==> src/rtl/dcache_pkg.sv <==
// dcache_pkg
//   Shared types and width helpers for the set-associative data cache.
//   - state_t : miss-handling FSM states (IDLE, WRITEBACK, FETCH)
//   - off_w / idx_w / tag_w : derive address field widths from the
//     cache geometry (WORDS and SETS must be powers of two, >= 2).
package dcache_pkg;

  typedef enum logic [1:0] {
    IDLE      = 2'd0,
    WRITEBACK = 2'd1,
    FETCH     = 2'd2
  } state_t;

  function automatic int off_w(input int words);
    return $clog2(words);
  endfunction

  function automatic int idx_w(input int sets);
    return $clog2(sets);
  endfunction

  function automatic int tag_w(input int addr_w, input int sets, input int words);
    return addr_w - $clog2(sets) - $clog2(words);
  endfunction

endpackage

==> src/rtl/dcache_way_store.sv <==
// dcache_way_store
//   Storage for one way of the cache: per-set valid, dirty, tag and a
//   block of WORDS data words.
//   Ports:
//     clk, reset          : clock, asynchronous active-low reset
//     index               : set selected for both read and write
//     valid, dirty,
//     tag_out, block_out  : combinational read of the selected set
//     word_we, offset,
//     word_data           : single-word store (marks the line dirty)
//     fill_we, fill_tag,
//     fill_block          : whole-block refill (line becomes valid, clean)
module dcache_way_store #(
  parameter int SETS   = 4,
  parameter int IDX_W  = 2,
  parameter int TAG_W  = 4,
  parameter int DATA_W = 8,
  parameter int WORDS  = 4,
  parameter int OFF_W  = 2
) (
  input  logic                    clk,
  input  logic                    reset,
  input  logic [IDX_W-1:0]        index,
  output logic                    valid,
  output logic                    dirty,
  output logic [TAG_W-1:0]        tag_out,
  output logic [DATA_W*WORDS-1:0] block_out,
  input  logic                    word_we,
  input  logic [OFF_W-1:0]        offset,
  input  logic [DATA_W-1:0]       word_data,
  input  logic                    fill_we,
  input  logic [TAG_W-1:0]        fill_tag,
  input  logic [DATA_W*WORDS-1:0] fill_block
);

  logic [SETS-1:0]         valid_bits;
  logic [SETS-1:0]         dirty_bits;
  logic [TAG_W-1:0]        tag_mem  [SETS];
  logic [DATA_W*WORDS-1:0] data_mem [SETS];

  // Only the status bits need reset; tag/data are meaningless while invalid.
  always_ff @(posedge clk or negedge reset) begin
    if (!reset) begin
      valid_bits <= '0;
      dirty_bits <= '0;
    end else if (fill_we) begin
      valid_bits[index] <= 1'b1;
      dirty_bits[index] <= 1'b0;
    end else if (word_we) begin
      dirty_bits[index] <= 1'b1;
    end
  end

  always_ff @(posedge clk) begin
    if (fill_we) begin
      tag_mem[index]  <= fill_tag;
      data_mem[index] <= fill_block;
    end else if (word_we) begin
      data_mem[index][offset*DATA_W +: DATA_W] <= word_data;
    end
  end

  assign valid     = valid_bits[index];
  assign dirty     = dirty_bits[index];
  assign tag_out   = tag_mem[index];
  assign block_out = data_mem[index];

endmodule

==> src/rtl/dcache_assoc.sv <==
// dcache_assoc
//   N-way (1 or 2) set-associative, write-back, write-allocate data cache
//   with LRU replacement (invalid ways are filled first).
//   Ports:
//     clk, reset            : clock, asynchronous active-low reset
//     read, write, address,
//     writedata             : CPU request, held until busywait is low
//     readdata, busywait    : load data (combinational on hit), CPU stall
//     mem_read, mem_write   : block fetch / write-back requests
//     mem_address           : block address {tag, index}
//     mem_writedata         : victim block on write-back (word 0 in LSBs)
//     mem_readdata          : fetched block (word 0 in LSBs)
//     mem_busywait          : memory busy; transfer done when sampled low
module dcache_assoc
  import dcache_pkg::*;
#(
  parameter int ADDR_W = 8,
  parameter int DATA_W = 8,
  parameter int WORDS  = 4,
  parameter int SETS   = 4,
  parameter int WAYS   = 2
) (
  input  logic                           clk,
  input  logic                           reset,
  input  logic                           read,
  input  logic                           write,
  input  logic [ADDR_W-1:0]              address,
  input  logic [DATA_W-1:0]              writedata,
  output logic [DATA_W-1:0]              readdata,
  output logic                           busywait,
  output logic                           mem_read,
  output logic                           mem_write,
  output logic [ADDR_W-off_w(WORDS)-1:0] mem_address,
  output logic [DATA_W*WORDS-1:0]        mem_writedata,
  input  logic [DATA_W*WORDS-1:0]        mem_readdata,
  input  logic                           mem_busywait
);

  localparam int OFF_W = off_w(WORDS);
  localparam int IDX_W = idx_w(SETS);
  localparam int TAG_W = tag_w(ADDR_W, SETS, WORDS);
  localparam int BLK_W = DATA_W * WORDS;
  localparam int WAY_W = (WAYS > 1) ? $clog2(WAYS) : 1;

  logic [TAG_W-1:0] tag;
  logic [IDX_W-1:0] index;
  logic [OFF_W-1:0] offset;

  assign tag    = address[ADDR_W-1 -: TAG_W];
  assign index  = address[OFF_W +: IDX_W];
  assign offset = address[OFF_W-1:0];

  state_t           state;
  logic [WAY_W-1:0] victim_reg;
  logic [SETS-1:0]  lru_reg;

  logic [WAYS-1:0]  way_valid;
  logic [WAYS-1:0]  way_dirty;
  logic [TAG_W-1:0] way_tag   [WAYS];
  logic [BLK_W-1:0] way_block [WAYS];
  logic [WAYS-1:0]  hit_way;
  logic [WAYS-1:0]  word_we;
  logic [WAYS-1:0]  fill_we;

  logic             req;
  logic             hit_any;
  logic             hit;
  logic [WAY_W-1:0] hit_idx;
  logic [WAY_W-1:0] victim;
  logic [BLK_W-1:0] hit_block;

  assign req = read | write;

  genvar gi;
  generate
    for (gi = 0; gi < WAYS; gi++) begin : g_way
      dcache_way_store #(
        .SETS  (SETS),
        .IDX_W (IDX_W),
        .TAG_W (TAG_W),
        .DATA_W(DATA_W),
        .WORDS (WORDS),
        .OFF_W (OFF_W)
      ) u_store (
        .clk       (clk),
        .reset     (reset),
        .index     (index),
        .valid     (way_valid[gi]),
        .dirty     (way_dirty[gi]),
        .tag_out   (way_tag[gi]),
        .block_out (way_block[gi]),
        .word_we   (word_we[gi]),
        .offset    (offset),
        .word_data (writedata),
        .fill_we   (fill_we[gi]),
        .fill_tag  (tag),
        .fill_block(mem_readdata)
      );

      assign hit_way[gi] = way_valid[gi] && (way_tag[gi] == tag);
      // read && write together behaves as a store.
      assign word_we[gi] = write && hit && (hit_idx == WAY_W'(gi));
      // Refill lands on the edge where the memory reports completion.
      assign fill_we[gi] = (state == FETCH) && !mem_busywait && (victim_reg == WAY_W'(gi));
    end
  endgenerate

  always_comb begin
    hit_any = |hit_way;
    hit_idx = '0;
    for (int w = WAYS - 1; w >= 0; w--) begin
      if (hit_way[w]) hit_idx = WAY_W'(w);
    end
    // Lowest-index invalid way wins; otherwise the LRU way.
    victim = (WAYS > 1) ? WAY_W'(lru_reg[index]) : '0;
    for (int w = WAYS - 1; w >= 0; w--) begin
      if (!way_valid[w]) victim = WAY_W'(w);
    end
  end

  assign hit       = req && hit_any && (state == IDLE);
  assign busywait  = req && !hit;
  assign hit_block = way_block[hit_idx];
  assign readdata  = hit ? hit_block[offset*DATA_W +: DATA_W] : '0;

  always_comb begin
    mem_address   = '0;
    mem_writedata = '0;
    case (state)
      WRITEBACK: begin
        mem_address   = {way_tag[victim_reg], index};
        mem_writedata = way_block[victim_reg];
      end
      FETCH: mem_address = {tag, index};
      default: ;
    endcase
  end

  always_ff @(posedge clk or negedge reset) begin
    if (!reset) begin
      state      <= IDLE;
      victim_reg <= '0;
      mem_read   <= 1'b0;
      mem_write  <= 1'b0;
      lru_reg    <= '0;
    end else begin
      case (state)
        IDLE: begin
          if (hit) begin
            if (WAYS > 1) lru_reg[index] <= ~hit_idx[0];
          end else if (req) begin
            victim_reg <= victim;
            if (way_valid[victim] && way_dirty[victim]) begin
              state     <= WRITEBACK;
              mem_write <= 1'b1;
            end else begin
              state    <= FETCH;
              mem_read <= 1'b1;
            end
          end
        end
        WRITEBACK: begin
          if (!mem_busywait) begin
            state     <= FETCH;
            mem_write <= 1'b0;
            mem_read  <= 1'b1;
          end
        end
        FETCH: begin
          if (!mem_busywait) begin
            state    <= IDLE;
            mem_read <= 1'b0;
            if (WAYS > 1) lru_reg[index] <= ~victim_reg[0];
          end
        end
        default: begin
          state     <= IDLE;
          mem_read  <= 1'b0;
          mem_write <= 1'b0;
        end
      endcase
    end
  end

endmodule
==> config.mk <==
export PLATFORM = sky130hd
export DESIGN_NAME = dcache_assoc
export DESIGN_NICKNAME = d
export VERILOG_FILES = /design/src/rtl/dcache_pkg.sv /design/src/rtl/dcache_way_store.sv /design/src/rtl/dcache_assoc.sv
export SDC_FILE = /design/constraint.sdc
export NUM_CORES = 1
export LEC_CHECK = 0
export BUFFER_PORTS_ARGS = -buffer_cell sky130_fd_sc_hd__buf_4
export CORE_MARGIN = 4
export CORE_UTILIZATION = 25
export DETAILED_ROUTE_END_ITERATION = 12
export MAX_ROUTING_LAYER = met4
export PLACE_DENSITY = 0.42
export SLEW_MARGIN = 25
export SYNTH_ARGS = -nofsm -noshare
export SYNTH_HDL_FRONTEND = slang
export SYNTH_HIERARCHICAL = 1
export SYNTH_SLANG_ARGS = --single-unit
==> constraint.sdc <==
create_clock -name clk -period 5.5 [get_ports clk]
set_input_delay 0.55 -clock clk [delete_from_list [all_inputs] [get_ports clk]]
set_output_delay 0.55 -clock clk [all_outputs]
set_load 0.005 [all_outputs]
==> After elaboration in Yosys (flattened, before gate mapping) <==
Memory sizes are Yosys's and may differ from the RTL's.
Index checks and enable logic that the tools add are counted.
{ "totals": {"ff_bits": 25, "mem_bits_rw": 288, "word_cells": 267, "output_inout_bits": 49, "memories": 4} }
{ "classes": {"order_cmp": 5, "reduce_logical": 25, "n_bitwise": 78, "n_addsub": 1, "mux": 131, "n_eq_ne": 11, "shift": 3} }
{ "mem_list": {"columns": ["name", "words", "word_bits", "rd", "rd_ports_with_merged_regs", "write_ports", "line", "rtl"], "rows": [
  ["g_way[0].u_store.data_mem", 4, 32, 1, 0, 1, "dcache_way_store.sv:39", "logic [DATA_W*WORDS-1:0] data_mem [SETS];"],
  ["g_way[1].u_store.data_mem", 4, 32, 1, 0, 1, "dcache_way_store.sv:39", null],
  ["g_way[0].u_store.tag_mem", 4, 4, 1, 0, 1, "dcache_way_store.sv:38", "logic [TAG_W-1:0] tag_mem [SETS];"],
  ["g_way[1].u_store.tag_mem", 4, 4, 1, 0, 1, "dcache_way_store.sv:38", null]
]} }
{ "op_table": {"columns": ["operator", "n"], "rows": [
  ["two-way mux 32 bit", 9],
  ["two-way mux 1 bit", 94],
  ["bitwise OR 1 bit", 65],
  ["two-way mux 4 bit", 9],
  ["negation 5 -> 34 bit", 1],
  ["variable shift 8 x 34 -> 32 bit, first input constant", 1],
  ["indexed part select 8 x 34 -> 32 bit", 1],
  ["indexed part select 32 x 6 -> 8 bit", 1],
  ["bitwise OR 4 bit", 4],
  ["logical AND 1 bit", 13],
  ["!= test 2 bit, second input constant", 6],
  ["case mux 6 bit (2 select lines)", 1],
  ["binary-select mux 1 bit (select 2 bit)", 5],
  ["two-way mux 2 bit", 5],
  ["AND reduction 5 bit", 2],
  ["bitwise AND 4 bit", 2],
  ["bitwise mux 4 bit", 2],
  ["== test 4 bit", 2],
  ["two-way mux 8 bit", 1],
  ["case mux 4 bit (2 select lines)", 1],
  ["case mux 1 bit (3 select lines)", 2],
  ["case mux 2 bit (3 select lines)", 1],
  ["AND reduction 3 bit", 2],
  ["nonzero test 2 bit", 3],
  ["other kinds (15)", 21]
]} }

==> Depth between registers and ports, before layout <==
Gate-level depths: netlist (run 1).
{ "logic_depth": {"ltp_word": 12, "mapped_depth": 14, "ltp_nobuf": 8} }

==> Modules after synthesis <==
Netlist (run 1), hierarchy kept.
{ "modules_own_cells": {"columns": ["module", "cells_each", "area_per_inst_um2", "instances"], "rows": [
  ["dcache_way_store at g_way[0].u_store", 367, 6606.3, 1],
  ["dcache_way_store at g_way[1].u_store", 353, 6536.3, 1],
  ["dcache_assoc", 254, 2020.7, 1]
]} }

==> Worst setup path before layout (run 1) <==
OpenSTA, ideal clock, no wires.
{ "synth_path": {"path_kind": "in2reg", "startpoint": "input port address[2]", "endpoint": "memory g_way[1].u_store/data_mem[0][24] (netlist bit), enable pin", "arrival_time_ns": 3.644, "setup_ns": 0.383, "stages": 13, "setup_slack_ns": 1.472, "required_time_ns": 5.117, "n_path_buf": 5, "path_cell_list": "buf_2 buf_2 mux4_2 xor2_1 a21oi_1 nand3b_1 or2_1 buf_6 buf_12 nor2_1 clkbuf_1 a21oi_1 nor3_1"} }
{ "synth_rtl": {"columns": ["element", "line", "rtl"], "rows": [
  ["from (decl)", "dcache_assoc.sv:27", "input logic [ADDR_W-1:0] address,"],
  ["to (decl)", "dcache_way_store.sv:39", null]
]} }

==> summary.md, run 1 <==
| Metric | Value |
|---|---|
| Status | `finished, final reports clean` |
| Row count | `90` |
| Mapped Area | `15200 µm²` |
| Worst Hold End | `g_way[1].u_store/tag_mem[2][3]` |
| DR vias/cell | `between 4 and 5` |
| Fraction of layout cells with a size suffix above 1 | `between 30% and 40%` |
| Crit path max fanout | `29` |
| FF-to-FF setup slack | `approximately 1.7 ns` |
| First-pass DRT Iterations | `5` |
| Adder-cell share of the synthesized area | `1.07%` |
| Mapped Cells | `974` |
| Die width | `254 µm` |
| Post-route minimum period | `about 4.4 ns` |
| CTS Buffer Depth | `3` |
| Worst hold path startpoint | `address[7]` |
| Commonest cells after routing, fill and taps aside | `288 x edfxtp_1, 125 x buf_4, 77 x mux4_2` |
| Register area share after synthesis | `approximately 61%` |
| GR Overflow Total | `0` |
| Starting Density | `between 20 and 30%` |
| Critical Path End Type | `primary output` |
| Simple-Gate Fraction of Synth Area | `under 10%` |
| Drt initial violations | `about 600` |
| Setup crit start kind | `primary input` |
| Clk pin slew, worst setup/hold paths | `about 0.060 ns` |
| Asr flop ratio synth | `7.99%` |
| Rel. slew slack | `slightly below 30%` |
| DR DRC count | `0` |
| Yosys reg bits | `313` |
| Primary FF master, synth | `edfxtp_1` |
| DIE AREA | `64700 µm²` |
| Routability cong. | `about 0.76` |
| Total GRT Usage | `approximately 15%` |
| Resized Gates After CTS | `0` |
| CTS root buffer | `clkbuf_16` |
| # fillers | `between 5000 and 6000` |
| Ys Warns | `6` |
| R2R cell count | `10` |
| Net count reported at finish | `between 1000 and 1500` |
| Sink Count | `around 310` |
| Ports | `102` |
| Max cap viols | `0` |
| First-pass GRT wire length | `67000 µm` |
| FF-to-FF Start | `g_way[0].u_store/tag_mem[3][1]` |
| Area grow syn2layout | `18.2%` |
| Max rail drop VDD | `about 170 µV` |
| Critical path data arrival time | `roughly 3.9 ns` |
| Hold Path Class | `in2reg` |
| # port buffers | `101` |
| ANT cells | `0` |
| Initial antenna violation count | `0` |
| Most common cell after layout, fill and taps aside | `edfxtp_1` |
| Total CTS buffers | `39` |
| Remaining antenna violation count | `0` |
| HPWL reported at the end of detailed placement | `~34000 µm` |
| Max-slew violation count | `0` |
| Max FFs per register | `approximately 260` |
| WHS Path Cells | `1` |
| Final WL | `between 40000 and 50000 µm` |
| WP data required | `about 5.0 ns` |
| Reg with most FFs | `g_way.u_store/data_mem` |
| Mean Syn Cell Area | `15.6 µm²` |
| Final TNS setup | `0 ns` |
| Power Density | `360 nW/µm²` |
| Total number of vias | `9095` |
| Largest net degree at the start of global routing | `68` |
| Post-synthesis mux area share | `around 17%` |
| F_max | `about 0.23 GHz` |
| Synth Area in Compound Gates | `between 7 and 8%` |
| WS Path Type | `in2out` |
| Wirelength per Cell | `around 25 µm` |
| Post-synth EDFFs | `roughly 290` |
| Largest family of logic cells by synthesized area | `multiplexers` |
| Via count of the first global-routing pass | `between 9000 and 10000` |
| Regs by FF count | `g_way.u_store/data_mem: 256 flops, g_way.u_store/tag_mem: 32 flops, g_way.u_store/valid_bits: 8 flops` |
| Final setup fails | `0` |
| Netlist cell types | `between 60 and 70` |
| H-tree depth | `2` |
| Worst R2R End | `g_way[1].u_store/data_mem[0][5]` |
| Skew-Pair Late Insertion Delay | `~0.56 ns` |
| TritonCTS clock tree | `done` |
| Syn_nets | `1040` |
| Synth Area in XOR/XNOR | `less than 1%` |
| Final hold vios | `0` |
| Die Ht | `approximately 250 µm` |
| Total core area | `60200 µm²` |
| Static leakage power | `6.24 nW` |
| Setup ws final | `roughly 1.1 ns` |
| Final setup skew | `between 0.02 and 0.03 ns` |
| Unrepaired setup endpoints after global routing | `no` |
| DP Worst Slack | `1.04 ns` |
| Crit share post-route | `around four fifths` |
| Worst-Margin Slew | `between 1 and 1.5 ns` |
| Worst hold margin | `0.284 ns` |
-- synthesized netlist by cell type, types with 9 or more instances --
library cell	instances	area, µm²
edfxtp_1	288	8650
mux4_2	77	1730
inv_1	57	214
nand2_1	50	188
nor2b_1	50	313
mux2i_1	42	420
clkbuf_1	37	139
nor2_1	35	131
mux2_2	31	349
dfrtp_1	25	626
o32ai_2	22	358
buf_2	21	105
a21oi_1	20	100
o22ai_1	18	113
o32ai_1	17	149
ha_1	13	163
and3b_1	12	105
nor3_1	12	60.1
nand2b_1	11	68.8
and4b_1	9	90.1
-- area by class of cell --
class,count,area (µm²),share of cell area (%)
tap,782,978,5.46
inverter,57,214,1.19
timing repair buffer,127,960,5.35
clock buffer,52,1050,5.83
clock inverter,14,138,0.768
multi-input combinational,527,5320,29.7
sequential,313,9280,51.7
-- worst max path at each step --
stage	startpoint	end	slack, ns	cells after the start
2_1_floorplan	address[2]	g_way[1].u_store/data_mem[0][24]	1.47	13
3_3_place_gp	address[2]	readdata[2]	1.08	9
3_5_place_dp	address[2]	readdata[2]	1.04	9
4_1_cts	address[2]	readdata[2]	1.02	9
5_1_grt	address[2]	readdata[2]	0.88	9
6_report	address[2]	readdata[2]	1.10	9
-- stage by stage --
step	total power, W	cells	cell area (µm²)	utilization, %
finish	0.00645	1872	17900	29.8
global route	0.00674	1872	17900	29.8
CTS	0.00656	1872	17900	29.8
detailed placement	0.00411	1805	16700	27.8
global placement	0.00411	1805	16700	27.8
floorplan	0.00365	974	15200	-
-- cells by family (layout without fill, tap and decap cells) --
group | Yosys count | in the layout
muxes | 157 | 157
AOI/OAI and AO/OA | 120 | 120
and+or+nand+nor | 235 | 235
DFF | 313 | 313
buffers and inverters | 134 | 250
adders and majority gates | 13 | 13
xor gates and xnor gates | 2 | 2
-- worst max-delay path: stages --
cell	delay [ns]
buf_6	0.30
mux4_2	0.59
o2bb2ai_1	0.18
a2111oi_4	0.29
buf_4	0.31
nand2b_1	0.33
nand3_1	0.48
a2111oi_1	0.62
buf_4	0.20
-- per-layer routing --
| layer | GRT usage (%) | routed length [µm] | share of wire, % | vias up |
|---|---|---|---|---|
| li1 | - | - | - | 4016 |
| met1 | 19.3 | 20800 | 44 | 4773 |
| met2 | 23.8 | 22600 | 48 | 245 |
| met3 | 2.47 | 2210 | 4.7 | 61 |
| met4 | 4.70 | 1320 | 2.8 | 0 |
| met5 | - | 0 | 0 | - |
-- power by group --
group	internal, W	switching [W]	total, W
Combinational	0.000471	0.000717	0.00119
Sequential	0.00280	0.0000577	0.00286
Clock	0.00143	0.000979	0.00241
Total	0.00470	0.00175	0.00645
-- repair_timing --
action | in CTS | in global routing
setup buffers | 0 | 0
hold buffers | 1 | 0
endpoints found under the hold margin | 25 | 0
No activity file was read; power rests on OpenSTA's default activity.
==> run 2: changes to the inputs <==
- clock period: 5.5 -> 4.1 ns (I/O delays scaled with it)
==> run 2 against run 1 <==
Against the previous run:
- first-iteration DRC count down 11%
- highest routed layer unchanged
- register-to-register slack worse by 0.93 ns
- worst hold slack worse by 0.12 ns
- utilization up 0.36 points
- non-clock buffer count up 40
- wire length down 0.96%
- clock skew up 0.0039 ns
- global-route usage down 0.081 points
- cell count up 2.1%
- critical endpoint is now readdata[3]
- worst setup slack worse by 0.94 ns
==> summary.md, run 2 (same netlist as run 1, synthesis figures left out) <==
| Metric | Value |
|---|---|
| Flop pwr share | `45.4% (was 44.3%)` |
| TritonCTS clock tree | `done (unchanged)` |
| Most common cell after layout, fill and taps aside | `edfxtp_1 (unchanged)` |
| Starting Density | `25.2% (unchanged)` |
| F_max | `around 0.25 GHz` |
| Routability cong. | `0.767 (was 0.761)` |
| Met3 wire length | `1550 µm (was 2210 µm)` |
| Remaining antenna violation count | `0 (unchanged)` |
| Total GRT Usage | `14.7% (was 14.8%)` |
| Max rail drop VDD | `252 µV (was 169 µV)` |
| Crit share post-route | `just under 100%` |
| Max FFs per register | `256 (unchanged)` |
| Internal Power | `0.00615 W (was 0.00470 W)` |
| DR DRC count | `0 (unchanged)` |
| Die width | `254 µm (unchanged)` |
| First-pass GRT wire length | `66800 µm (was 67000 µm)` |
| Total core area | `60200 µm² (unchanged)` |
| Commonest cells after routing, fill and taps aside | `288 x edfxtp_1, 164 x buf_4, 77 x mux4_2 (was 288 x edfxtp_1, 125 x buf_4, 77 x mux4_2)` |
| HPWL reported at the end of detailed placement | `33800 µm (was 33600 µm)` |
| Unrepaired setup endpoints after global routing | `no (unchanged)` |
| Fin cells | `1911 (was 1872)` |
| Hold Path Class | `in2reg (unchanged)` |
| Sink Count | `313 (unchanged)` |
| Static leakage power | `6.41 nW (was 6.24 nW)` |
| Crit path max fanout | `16 (was 29)` |
| Regs by FF count | `g_way.u_store/data_mem: 256 flops, g_way.u_store/tag_mem: 32 flops, g_way.u_store/valid_bits: 8 flops (unchanged)` |
| Placed insts | `1845 (was 1805)` |
| Placement Cell Area | `17000 µm² (was 16700 µm²)` |
| WP data required | `3.69 ns (was 4.95 ns)` |
| Power Density | `466 nW/µm² (was 360 nW/µm²)` |
| Highest Signal Layer | `met4 (unchanged)` |
| Setup crit start kind | `register (was primary input)` |
| Initial antenna violation count | `0 (unchanged)` |
| Critical path data arrival time | `3.54 ns (was 3.85 ns)` |
| Total CTS buffers | `36 (was 39)` |
| Area grow syn2layout | `19.7% (was 18.2%)` |
| Clock share of power | `35.3% (was 37.3%)` |
| Postcts setup bufs | `0 (unchanged)` |
| Max cap viols | `0 (unchanged)` |
| Max-slew violation count | `0 (unchanged)` |
| Worst path slowest cell | `mux4_2 (was a2111oi_1)` |
| H-tree depth | `2 (unchanged)` |
| Post-route minimum period | `3.95 ns` |
| Rel. slew slack | `35.9% (was 29.7%)` |
| Worst path most repeated cell | `buf_4 (unchanged)` |
| Final setup skew | `0.0290 ns (was 0.0250 ns)` |
| # fillers | `5988 (was 5939)` |
| GR Overflow Total | `0 (unchanged)` |
| # port buffers | `101 (unchanged)` |
| Status | `finished, final reports clean (unchanged)` |
| Worst hold margin | `0.169 ns (was 0.284 ns)` |
| Max incr delay on CP | `0.51 ns (was 0.62 ns)` |
| CTS root buffer | `clkbuf_16 (unchanged)` |
| Skew-Pair Late Insertion Delay | `0.54 ns (was 0.56 ns)` |
| Die Ht | `254 µm (unchanged)` |
| WS Path Type | `reg2out (was in2out)` |
| Drt initial violations | `528 (was 593)` |
| Clk pin slew, worst setup/hold paths | `0.06 ns (about the same)` |
| Final WL | `46500 µm (was 46900 µm)` |
| Sw Share | `27.2% (about the same)` |
| P_sw | `0.00230 W (was 0.00175 W)` |
| Worst-Margin Slew | `0.960 ns (was 1.05 ns)` |
| Met2 wire len | `21900 µm (was 22600 µm)` |
| Reg with most FFs | `g_way.u_store/data_mem (unchanged)` |
| Row count | `90 (unchanged)` |
| Fraction of layout cells with a size suffix above 1 | `32.4% (was 30.4%)` |
| DIE AREA | `64700 µm² (unchanged)` |
| Via count of the first global-routing pass | `9455 (was 9291)` |
| Wirelength per Cell | `24.3 µm (was 25.1 µm)` |
| FF/Latch Area | `9280 µm² (unchanged)` |
| Final TNS setup | `0 ns (unchanged)` |
| Multi-input logic area | `5320 µm² (unchanged)` |
| Final hold vios | `0 (unchanged)` |
| Total number of vias | `9031 (was 9095)` |
| Final setup fails | `0 (unchanged)` |
| FF-to-FF setup slack | `0.80 ns (was 1.73 ns)` |
| Worst path cell trace | `mux4_2 > o2bb2ai_1 > a2111oi_4 > or2_1 > buf_4 > mux2_2 > a2111oi_1 > buf_4 (was buf_6 > mux4_2 > o2bb2ai_1 > a2111oi_4 > buf_4 > nand2b_1 > nand3_1 > a2111oi_1 > buf_4)` |
| Ports | `102 (unchanged)` |
| Final Cell Area | `18100 µm² (was 17900 µm²)` |
| Largest net degree at the start of global routing | `105 (was 68)` |
| Net count reported at finish | `1168 (was 1131)` |
| First-pass DRT Iterations | `5 (unchanged)` |
| DR vias/cell | `4.73 (was 4.86)` |
| CTS Buffer Depth | `3 (unchanged)` |
| Comb pwr share | `19.3% (was 18.4%)` |
| Wl on met1 | `21000 µm (was 20800 µm)` |
| Critical Path End Type | `primary output (unchanged)` |
[run 2: cell types whose count changed in the layout (fill, tap and decap cells not counted), moves of 2 or more]
| cell | delta |
|---|---|
| clkbuf_16 | -2 |
| clkinvlp_4 | -2 |
| clkbuf_8 | +2 |
| clkinv_1 | +3 |
| buf_4 | +39 |
| bufinv_16 | -2 |
[run 2: final timing paths]
check,endpoint,start,cells after the start
min reg2reg,g_way[1].u_store/valid_bits[2],g_way[1].u_store/valid_bits[2],1
max in group asynchronous,victim_reg,reset,2
max reg2reg,g_way[1].u_store/data_mem[1][21],g_way[0].u_store/tag_mem[2][1],10
min,g_way[0].u_store/tag_mem[1][2],address[6],1
max,readdata[3],g_way[0].u_store/tag_mem[1][3],8
min in group asynchronous,async pin,reset,2
[run 2: routing by layer]
metal / up-vias / track usage (%)
met5: - / -
met4: 0 / 6.29
met3: 81 / 1.76
met2: 219 / 23.1
met1: 4646 / 19.4
li1: 4085 / -
[run 2: area by class of cell]
type	count	area share, %
tap	782	5.39
inverter	57	1.18
multi-input combinational	527	29.3
antenna	1	0.0138
clock inverter	12	0.338
clock buffer	52	5.64
timing repair buffer	167	7.01
sequential	313	51.1
[run 2: timing repair]
| item | 4_1_cts | 5_1_grt |
|---|---|---|
| resized for setup | 0 | 1 |
| hold buffers | 1 | 0 |
| hold endpoints to repair | 25 | 0 |
| endpoints found under the setup margin | 0 | 1 |
[run 2: power groups by stage]
| stage | registers (W) | logic [W] | clock network (W) |
|---|---|---|---|
| floorplan | 0.00387 | 0.00102 | 0 |
| global placement | 0.00391 | 0.00165 | 0 |
| detailed placement | 0.00391 | 0.00165 | 0 |
| CTS | 0.00384 | 0.00166 | 0.00310 |
| global route | 0.00386 | 0.00177 | 0.00324 |
| finish | 0.00384 | 0.00163 | 0.00299 |
[run 2: worst max-delay path, delay by kind of cell (launching register included)]
family | cells | cell delay, ns
simple gates | 1 | 0.21
mux | 2 | 0.88
compound gates | 3 | 1.04
buf+inv | 2 | 0.49
flops | 1 | 0.38
[run 2: metrics by stage]
step / utilization [%] / worst slack [ns] / power [W]
after floorplan: - / 0.212 / 0.00489
after global placement: 28.3 / 0.338 / 0.00556
after detailed placement: 28.3 / 0.353 / 0.00556
after CTS: 30.1 / 0.0195 / 0.00860
after global routing: 30.1 / 0.0175 / 0.00887
final: 30.1 / 0.155 / 0.00845
==> run 3: changes to the inputs <==
- SYNTH_HIERARCHICAL: 1 -> default
==> run 3 against run 2 <==
Against the previous run:
- worst setup slack worse by 0.067 ns
- synthesized cell count down 12%
- sequential share of layout area up 2.0 points
- global-route usage down 0.65 points
- sequential power about the same
- utilization up 0.69 points
- largest power group unchanged
- highest routed layer unchanged
==> summary.md, run 3 <==
| Metric | Value |
|---|---|
| Worst-Margin Slew | `0.926 ns (was 0.960 ns)` |
| Simple-Gate Fraction of Synth Area | `6.95% (was 9.49%)` |
| Mean Syn Cell Area | `16.9 µm² (was 15.6 µm²)` |
| TritonCTS clock tree | `done (unchanged)` |
| Total core area | `56700 µm² (was 60200 µm²)` |
| Hold Path Class | `in2reg (unchanged)` |
| Clk pin slew, worst setup/hold paths | `0.06 ns (about the same)` |
| Total CTS buffers | `36 (unchanged)` |
| Critical Path End Type | `primary output (unchanged)` |
| WS Path Type | `reg2out (unchanged)` |
| Unrepaired setup endpoints after global routing | `no (unchanged)` |
| Met3 GRT Util | `2.61% (was 1.76%)` |
| Final hold vios | `0 (unchanged)` |
| First-pass GRT wire length | `60100 µm (was 66800 µm)` |
| Setup ws final | `0.0878 ns (was 0.155 ns)` |
| Largest family of logic cells by synthesized area | `multiplexers (unchanged)` |
| FF-to-FF Start | `g_way[1].u_store.tag_mem[0][2] (was g_way[0].u_store/tag_mem[2][1])` |
| Starting Density | `25.4% (was 25.2%)` |
| Synth Area in XOR/XNOR | `0.487% (was 0.116%)` |
| Crit share post-route | `97.9% (was 96.2%)` |
| Crit path max fanout | `13 (was 16)` |
| Synth Area in Compound Gates | `3.62% (was 7.18%)` |
| First-pass DRT Iterations | `5 (unchanged)` |
| Final core utilization | `30.8% (was 30.1%)` |
| Final setup skew | `0.0264 ns (was 0.0290 ns)` |
| Remaining antenna violation count | `0 (unchanged)` |
| Yosys reg bits | `313 (unchanged)` |
| Total number of vias | `8208 (was 9031)` |
| Final TNS setup | `0 ns (unchanged)` |
| Die width | `248 µm (was 254 µm)` |
| Largest net degree at the start of global routing | `56 (was 105)` |
| Total GRT Usage | `14.1% (was 14.7%)` |
| Final WL | `42000 µm (was 46500 µm)` |
| DR vias/cell | `4.61 (was 4.73)` |
| Fraction of layout cells with a size suffix above 1 | `37.8% (was 32.4%)` |
| Die Ht | `248 µm (was 254 µm)` |
| DP Worst Slack | `0.129 ns (was 0.353 ns)` |
| FF-to-FF setup slack | `0.63 ns (was 0.80 ns)` |
| Max rail drop VDD | `249 µV (was 252 µV)` |
| Gr busiest metal | `met2 (unchanged)` |
| Register area share after synthesis | `64.4% (was 61.2%)` |
| Rel. slew slack | `38.3% (was 35.9%)` |
| Cell taking the most area after synthesis | `edfxtp_1 (unchanged)` |
| Top cell type's share of synthesized area | `60.1% (was 57.0%)` |
| Critical path data arrival time | `3.60 ns (was 3.54 ns)` |
| Mapped Cells | `853 (was 974)` |
| Setup crit start kind | `register (unchanged)` |
| Post-synth top cells | `288 x edfxtp_1, 77 x mux4_2, 68 x mux2_2 (was 288 x edfxtp_1, 77 x mux4_2, 57 x inv_1)` |
| CTS root buffer | `clkbuf_16 (unchanged)` |
| Clock share of power | `35.2% (was 35.3%)` |
| Power Density | `473 nW/µm² (was 466 nW/µm²)` |
| Most common cell after layout, fill and taps aside | `edfxtp_1 (unchanged)` |
| Final setup fails | `0 (unchanged)` |
| Netlist cell types | `46 (was 61)` |
| Grt met2 use | `21.2% (was 23.1%)` |
| CTS Buffer Depth | `3 (unchanged)` |
| Max FFs per register | `256 (unchanged)` |
| Sw Share | `27.0% (was 27.2%)` |
| Final Cell Area | `17500 µm² (was 18100 µm²)` |
| Flop pwr share | `46.1% (was 45.4%)` |
| P_sw | `0.00223 W (was 0.00230 W)` |
| Status | `finished, final reports clean (unchanged)` |
| Static leakage power | `6.06 nW (was 6.41 nW)` |
| DR DRC count | `0 (unchanged)` |
| Placement Cell Area | `16300 µm² (was 17000 µm²)` |
| Area contributors post-synth | `edfxtp_1 60%, mux4_2 12%, mux2_2 5.3% (was edfxtp_1 57%, mux4_2 11%, dfrtp_1 4.1%)` |
| Mapped Area | `14400 µm² (was 15200 µm²)` |
| Comb pwr share | `18.6% (was 19.3%)` |
| Adder-cell share of the synthesized area | `0.695% (was 1.07%)` |
| Post-synthesis mux area share | `22.0% (was 17.0%)` |
| Initial antenna violation count | `4 (was 0)` |
| Count leader, synth | `edfxtp_1 (unchanged)` |
| Wirelength per Cell | `23.6 µm (was 24.3 µm)` |
| Skew-Pair Late Insertion Delay | `0.54 ns (about the same)` |
| Net count reported at finish | `1063 (was 1168)` |
| Primary FF master, synth | `edfxtp_1 (unchanged)` |
| Internal Power | `0.00604 W (was 0.00615 W)` |
| GR Overflow Total | `0 (unchanged)` |
| Max-slew violation count | `0 (unchanged)` |
| Regs by FF count | `g_way.u_store.data_mem: 256 flops, g_way.u_store.tag_mem: 32 flops, g_way.u_store.valid_bits: 8 flops (was g_way.u_store/data_mem: 256 flops, g_way.u_store/tag_mem: 32 flops, g_way.u_store/valid_bits: 8 flops)` |
| Post-synth EDFFs | `288 (unchanged)` |
| GR Util met1 | `19.8% (was 19.4%)` |
| WP data required | `3.69 ns (about the same)` |
| Ports | `102 (unchanged)` |
| WHS Path Cells | `1 (unchanged)` |
| R2R cell count | `8 (was 10)` |
| Post-route minimum period | `4.01 ns (was 3.95 ns)` |
| Worst Hold End | `g_way[0].u_store.tag_mem[3][0] (was g_way[0].u_store/tag_mem[1][2])` |
| Worst R2R End | `g_way[1].u_store.data_mem[1][19] (was g_way[1].u_store/data_mem[1][21])` |
| Area grow syn2layout | `21.4% (was 19.7%)` |
| Reg with most FFs | `g_way.u_store.data_mem (was g_way.u_store/data_mem)` |
| Routability cong. | `0.750 (was 0.767)` |
| Drt initial violations | `613 (was 528)` |
| DIE AREA | `61500 µm² (was 64700 µm²)` |
| Asr flop ratio synth | `7.99% (unchanged)` |
| Via count of the first global-routing pass | `8496 (was 9455)` |
| Ys Warns | `0 (was 6)` |
| Worst hold path startpoint | `address[4] (was address[6])` |
| F_max | `0.249 GHz (was 0.253 GHz)` |
| Syn_nets | `914 (was 1040)` |
| Sink Count | `313 (unchanged)` |
| Commonest cells after routing, fill and taps aside | `288 x edfxtp_1, 161 x buf_4, 77 x mux4_2 (was 288 x edfxtp_1, 164 x buf_4, 77 x mux4_2)` |
| HPWL reported at the end of detailed placement | `29300 µm (was 33800 µm)` |
| Row count | `87 (was 90)` |
| # port buffers | `101 (unchanged)` |
| Max cap viols | `0 (unchanged)` |
| H-tree depth | `2 (unchanged)` |
| Total power | `0.00826 W (was 0.00845 W)` |
-- run 3: cell count changes after synthesis, sizes merged, moves of 11 or more --
| cell | change |
|---|---|
| and3b | -12 |
| mux2 | +38 |
| mux2i | +12 |
| and4b | -16 |
| and2 | +31 |
| inv | -51 |
| o22ai | -18 |
| o21ai | +24 |
| nand2 | -30 |
| buf | -15 |
| nand3 | +11 |
| nor2b | -13 |
| o32ai | -39 |
-- run 3: power groups by stage --
stage	sequential (W)	combinational (W)	clock, W
floorplan	0.00385	0.000924	0
global placement	0.00388	0.00153	0
detailed placement	0.00388	0.00152	0
CTS	0.00381	0.00156	0.00301
global route	0.00383	0.00166	0.00316
finish	0.00381	0.00154	0.00291
-- run 3: kinds of logic (layout without fill, tap and decap cells) --
logic type      Yosys count  in the layout
xor+xnor                  8              8
mux                     207            207
simple gates            173            173
flops                   313            313
buf+inv                  60            229
other cells               0              1
compound gates           84             85
fa+ha+maj                 8              8
-- run 3: worst max-delay path by stage --
stage / slack, ns / end / from
after floorplan: 0.83 / g_way[0].u_store.data_mem[0][24] / address[2]
after global placement: 0.17 / readdata[5] / address[2]
after detailed placement: 0.13 / readdata[5] / address[2]
after CTS: 0.02 / readdata[5] / g_way[1].u_store.tag_mem[0][2]
after global routing: 0.03 / readdata[1] / g_way[1].u_store.tag_mem[0][2]
final: 0.09 / readdata[0] / g_way[1].u_store.tag_mem[0][2]
-- run 3: stage by stage --
step / hold slack, ns / cells
2_1_floorplan: 0.114 / 853
3_3_place_gp: 0.349 / 1714
3_5_place_dp: 0.354 / 1714
4_1_cts: 0.128 / 1776
5_1_grt: 0.153 / 1780
6_report: 0.159 / 1780
-- run 3: final cells by class --
cell class / count / area (µm²)
clock buffer: 46 / 980
sequential: 313 / 9280
tap: 756 / 946
clock inverter: 13 / 65.1
multi-input combinational: 481 / 4930
antenna: 1 / 2.50
fill: 5568 / 39200
inverter: 6 / 22.5
timing repair buffer: 164 / 1250
-- run 3: per-layer routing --
metal	vias to the layer above	routed length, µm	share of wire (%)
li1	3677	-	-
met3	41	2430	5.8
met2	235	19300	46
met4	0	613	1.5
met5	-	0	0
met1	4255	19600	47
-- run 3: critical path, stage by stage, from the launching register on --
cell and delay, ns:
edfxtp_1 0.38, mux4_2 0.50, xor2_1 0.19, nor3_4 0.39, and3_2 0.37, o21bai_1 0.09
buf_4 0.21, a221o_1 0.30, a31oi_1 0.43, buf_4 0.21
-- run 3: repair_timing --
| item | CTS | global route |
|---|---|---|
| hold buffers | 1 | 0 |
| pin swaps | 1 | 1 |
| setup endpoints to repair | 8 | 6 |
| endpoints found under the hold margin | 25 | 0 |
| resized for setup | 5 | 1 |
| buffers inserted | 1 | 3 |
| cloned | 1 | 0 |
